File: src/rtl/pipe_hold_ctrl.sv
// pipe_hold_ctrl
//   Central pipeline hold/flush controller. Arbitrates a taken redirect from
//   ex, multi-cycle ex operations and bus wait into one prioritised hold
//   level, sequences the front-end flush after a redirect, and keeps
//   saturating stall/flush performance counters.
//
//   state | meaning
//   ------+-------------------------------------------------------------
//   RUN   | normal flow; only bus_hold_i can stall (HOLD_PC)
//   FLUSH | front end flushed after a redirect (HOLD_IF), counting down
//   BUSY  | ex is running a multi-cycle op (HOLD_ID) until ex_busy_i drops
//
// Ports
//   clk, rst         core clock, async active-low reset
//   jump_flag_i/addr taken redirect from ex and its target
//   ex_busy_i        multi-cycle op in progress in ex
//   bus_hold_i       fetch/data bus not ready
//   hold_flag_o      hold level: 0 none, 1 pc, 2 if_id, 3 id_ex
//   jump_flag_o/addr redirect forwarded to pc_reg
//   flush_active_o   high while in FLUSH
//   stall_cnt_o      cycles with a non-zero hold level (saturating)
//   flush_cnt_o      accepted redirects (saturating)
module pipe_hold_ctrl #(
    parameter int unsigned HOLD_W       = 3,
    parameter int unsigned FLUSH_CYCLES = 2,
    parameter int unsigned CNT_W        = 32
) (
    input  logic              clk,
    input  logic              rst,
    input  logic              jump_flag_i,
    input  logic [31:0]       jump_addr_i,
    input  logic              ex_busy_i,
    input  logic              bus_hold_i,
    output logic [HOLD_W-1:0] hold_flag_o,
    output logic              jump_flag_o,
    output logic [31:0]       jump_addr_o,
    output logic              flush_active_o,
    output logic [CNT_W-1:0]  stall_cnt_o,
    output logic [CNT_W-1:0]  flush_cnt_o
);

    localparam int unsigned CW = (FLUSH_CYCLES > 1) ? $clog2(FLUSH_CYCLES + 1) : 1;

    localparam logic [HOLD_W-1:0] HOLD_NONE = HOLD_W'(0);
    localparam logic [HOLD_W-1:0] HOLD_PC   = HOLD_W'(1);
    localparam logic [HOLD_W-1:0] HOLD_IF   = HOLD_W'(2);
    localparam logic [HOLD_W-1:0] HOLD_ID   = HOLD_W'(3);

    typedef enum logic [1:0] {
        ST_RUN   = 2'd0,
        ST_FLUSH = 2'd1,
        ST_BUSY  = 2'd2
    } state_t;

    state_t             state_q, state_d;
    logic [CW-1:0]      cnt_q, cnt_d;
    logic [CNT_W-1:0]   stall_q, stall_d;
    logic [CNT_W-1:0]   flush_q, flush_d;
    logic [HOLD_W-1:0]  hold;
    logic               jump_acc;

    // Everything is qualified by rst so that inputs (possibly X) cannot
    // reach the outputs or counters while reset is held.
    always_comb begin
        state_d     = state_q;
        cnt_d       = cnt_q;
        hold        = HOLD_NONE;
        jump_flag_o = 1'b0;
        jump_addr_o = 32'd0;
        jump_acc    = 1'b0;
        if (rst) begin
            if (jump_flag_i) begin
                jump_acc    = 1'b1;
                jump_flag_o = 1'b1;
                jump_addr_o = jump_addr_i;
                hold        = HOLD_ID;
                if (FLUSH_CYCLES > 1) begin
                    state_d = ST_FLUSH;
                    cnt_d   = CW'(FLUSH_CYCLES - 1);
                end else begin
                    state_d = ST_RUN;
                end
            end else if (ex_busy_i) begin
                hold    = HOLD_ID;
                state_d = ST_BUSY;
            end else if (state_q == ST_FLUSH) begin
                // bus_hold_i is irrelevant here: the front end is already frozen
                hold  = HOLD_IF;
                cnt_d = cnt_q - CW'(1);
                if (cnt_q <= CW'(1)) begin
                    state_d = ST_RUN;
                end
            end else begin
                // Covers both RUN and the BUSY exit cycle
                hold    = bus_hold_i ? HOLD_PC : HOLD_NONE;
                state_d = ST_RUN;
            end
        end
    end

    always_comb begin
        stall_d = stall_q;
        flush_d = flush_q;
        if (hold != HOLD_NONE && stall_q != {CNT_W{1'b1}}) begin
            stall_d = stall_q + CNT_W'(1);
        end
        if (jump_acc && flush_q != {CNT_W{1'b1}}) begin
            flush_d = flush_q + CNT_W'(1);
        end
    end

    always_ff @(posedge clk or negedge rst) begin
        if (!rst) begin
            state_q <= ST_RUN;
            cnt_q   <= '0;
            stall_q <= '0;
            flush_q <= '0;
        end else begin
            state_q <= state_d;
            cnt_q   <= cnt_d;
            stall_q <= stall_d;
            flush_q <= flush_d;
        end
    end

    assign hold_flag_o    = hold;
    assign flush_active_o = rst && (state_q == ST_FLUSH);
    assign stall_cnt_o    = stall_q;
    assign flush_cnt_o    = flush_q;

endmodule

File: config.mk
export PLATFORM = sky130hd
export DESIGN_NAME = pipe_hold_ctrl
export DESIGN_NICKNAME = d
export VERILOG_FILES = /design/src/rtl/pipe_hold_ctrl.sv
export SDC_FILE = /design/constraint.sdc
export NUM_CORES = 1
export LEC_CHECK = 0
export BUFFER_PORTS_ARGS = -buffer_cell sky130_fd_sc_hd__clkbuf_2
export CORE_UTILIZATION = 50
export DETAILED_ROUTE_END_ITERATION = 10
export PLACE_DENSITY_LB_ADDON = 0.3
export SLEW_MARGIN = 10
export SYNTH_ARGS = -nofsm -noshare
export SYNTH_HDL_FRONTEND = slang
export SYNTH_SLANG_ARGS = --single-unit
File: constraint.sdc
create_clock -name clk -period 2.6 [get_ports clk]
set_input_delay 0.52 -clock clk [delete_from_list [all_inputs] [get_ports clk]]
set_output_delay 0.52 -clock clk [all_outputs]
set_load 0.05 [all_outputs]
==> reports/metrics.cfg <==
[die]
start_util_pct=53.0
die_h_um=87.8
num_rows=30
die_w_um=87.8
io_pins=138
design.core.area_um2=6940
die_area_um2=7710

[sta]
rsz0062_at_grt=false
tightest_slew_ns=0.725
drv_slew=0
clock_skew_ns=0.00991
fin_crit_ns=2.25
hold_violations=0
timing.final.crit_share_pct=86.7
fmax_mhz=444
finalSetupViolCount=0
slew-limit-headroom_pct=51.2
fin_setup_tns_ns=0

[logic_synthesis]
synth_top_area_share_pct=46.2
netlist_instances=371
synthTopCellsByArea=dfrtp_1, and3_1, xnor2_1
synth.most_common_cell=dfrtp_1
syn_area_um2=3680
synth_edf_count=0
yosysWarnings=0
syn_nets=411
synth.avg_cell_area_um2=9.92
synth-seq-cells=68
yosys-top-cells-count=dfrtp_1, and3_1, nand2_1
dominantRegCellSynth=dfrtp_1
yosysTopAreaCell=dfrtp_1
seq_area_frac_synth_pct=46.2
async_flop_share_pct=100
yosysUniqueCellTypes=44

[detailed_routing]
drt_iter0_drc=170
routedWlPerCell_um=14.4
routed_wirelength_mm=8.78
viasPerCell=5.46
drt_first_pass_iters=4
drc=0
routed-via-count=3341
drtAntennaViolNets=0

[clocking]
clkTransAtPathRegs_ns=0.07
cts_resized=0
cts_hold_buf=0
htreeDepth=3
clk_latency_ns=0.33
cts-root-buf=clkbuf_8
cts_made_buffers=9
post_cts_buffers=0
cts.sinks=68
clockBufferDepth=2
cts_tree=built

[outcome]
run_status=finished clean

[worst_setup_path]
worstPathArrival_ns=2.47
cp.required_ns=2.82
cp_num_cells=6
worst_path_dominant_cell_family=compound AO/OA/AOI/OAI gates
critPathSlowestCell=a2111oi_4
path_buf_inv=0
path_class=reg2reg
worst_r2r_path_depth=6
cp-end-kind=flip-flop
worstPathMaxFanout=10
start_kind=flip-flop
cpPeakStageDelay_ns=0.66
crit_chain=ha_1, and3_1, and4_1, a2111oi_4, nand4_1, xnor2_1

[grt]
grt_pass1_vias=3004
met3_usage_pct=6.03
grt_max_degree=95
grt_util_met2_pct=37.7
grt_pass1_wl_mm=14.1
grt_busiest_layer=met2
antenna_found_initial=0
grtUsageMet1_pct=30.9
grt-ovfl-total=0
track_usage_pct=23.4

[placement]
io_buffers=136
gp_congestion=0.868
dp.cells=598
placed_area_um2=4510
place_hpwl_mm=6.41

[finish]
antennaDiodeCount=0
final_nets=553
drive_gt1_share_pct=33.1
design_area_um2=4680
area_growth_syn_to_layout_pct=27.3
layout.cells.non_filler=612

[min_path]
hp-class=in2async

[power_and_ir_drop]
power_density_nw_per_um2=643
p_leak_nw=2.45
ir_drop_mv=0.539

[flow_run]
maxCapViolations=0

layout make-up:
class,instances,area (um^2)
Clock buffer,13,169
Clock inverter,1,7.51
Fill cell,556,2260
Inverter,7,26.3
Multi-Input combinational cell,281,1890
Sequential cell,68,1700
Tap cell,96,120
Timing Repair Buffer,146,771
through the flow:
step	worst slack, ns	hold slack (ns)	power (mW)	utilization (%)
floorplan	0.194	0.224	1.98	-
global placement	0.419	0.390	2.22	64.9
detailed placement	0.356	0.391	2.25	64.9
CTS	0.345	0.0262	3.03	67.4
global route	0.209	0.0263	3.16	67.4
finish	0.346	0.0418	3.01	67.4
routing by layer:
layer	wire length (um)	up-vias
met3	505	10
met2	4270	118
met1	3940	1590
li1	-	1623
met4	66	0
met5	0	-
worst reg2reg max path, delay by kind of cell, from the launching register on:
kind | cells | cell delay (ns)
AOI/OAI and AO/OA | 1 | 0.66
adders and majority gates | 1 | 0.25
and+or+nand+nor | 3 | 0.64
DFF | 1 | 0.43
xor gates and xnor gates | 1 | 0.15
state kept, by name, indices dropped and copies added (netlist names):
signal,count
state_q,2
cnt_q,2
flush_cnt_o,32
stall_cnt_o,32
cells by family after synthesis:
logic type,count (synthesis),share of synthesized area (%)
AOI/OAI and AO/OA,18,4.35
other,1,0.102
DFF,68,46.2
buffers and inverters,22,2.45
xor gates and xnor gates,59,14.0
muxes,3,0.884
adders and majority gates,3,1.02
and+or+nand+nor,197,30.9
cell usage in the layout, fill, tap and decap left out, types with 3 or more instances in the layout:
cell,count
xor2_1,29
nor4b_1,5
clkbuf_2,135
buf_4,10
xnor2_1,30
clkbuf_8,12
and4_1,5
nor4_1,11
nand3_1,21
nor2_1,13
and2_1,7
nor3_1,13
dfrtp_1,68
nand2_1,34
or2_2,4
ha_1,3
and3_1,47
nand4_1,23
inv_1,7
a21oi_1,3
path summary, 6_finish.rpt:
| kind | slack (ns) | from | end |
|---|---|---|---|
| worst max-delay path | 0.35 | stall_cnt_o[0]$_DFFE_PN0P_ | stall_cnt_o[29]$_DFFE_PN0P_ |
| worst min-delay path | 0.04 | rst | cnt_q[0]$_DFFE_PN0P_ |
| worst max register to register | 0.35 | stall_cnt_o[0]$_DFFE_PN0P_ | stall_cnt_o[29]$_DFFE_PN0P_ |
| worst min register to register | 0.49 | flush_cnt_o[29]$_DFFE_PN0P_ | flush_cnt_o[29]$_DFFE_PN0P_ |
| max in group asynchronous | 1.89 | rst | flush_cnt_o[3]$_DFFE_PN0P_ |
| min in group clk | 0.48 | ex_busy_i | state_q[1]$_DFFE_PN0P_ |
where the power goes:
part / internal (mW) / switching [mW] / total, mW
Clock: 0.415 / 0.367 / 0.782
Combinational: 0.239 / 0.662 / 0.901
Sequential: 1.17 / 0.160 / 1.33
No activity file was read; power rests on OpenSTA's default activity.
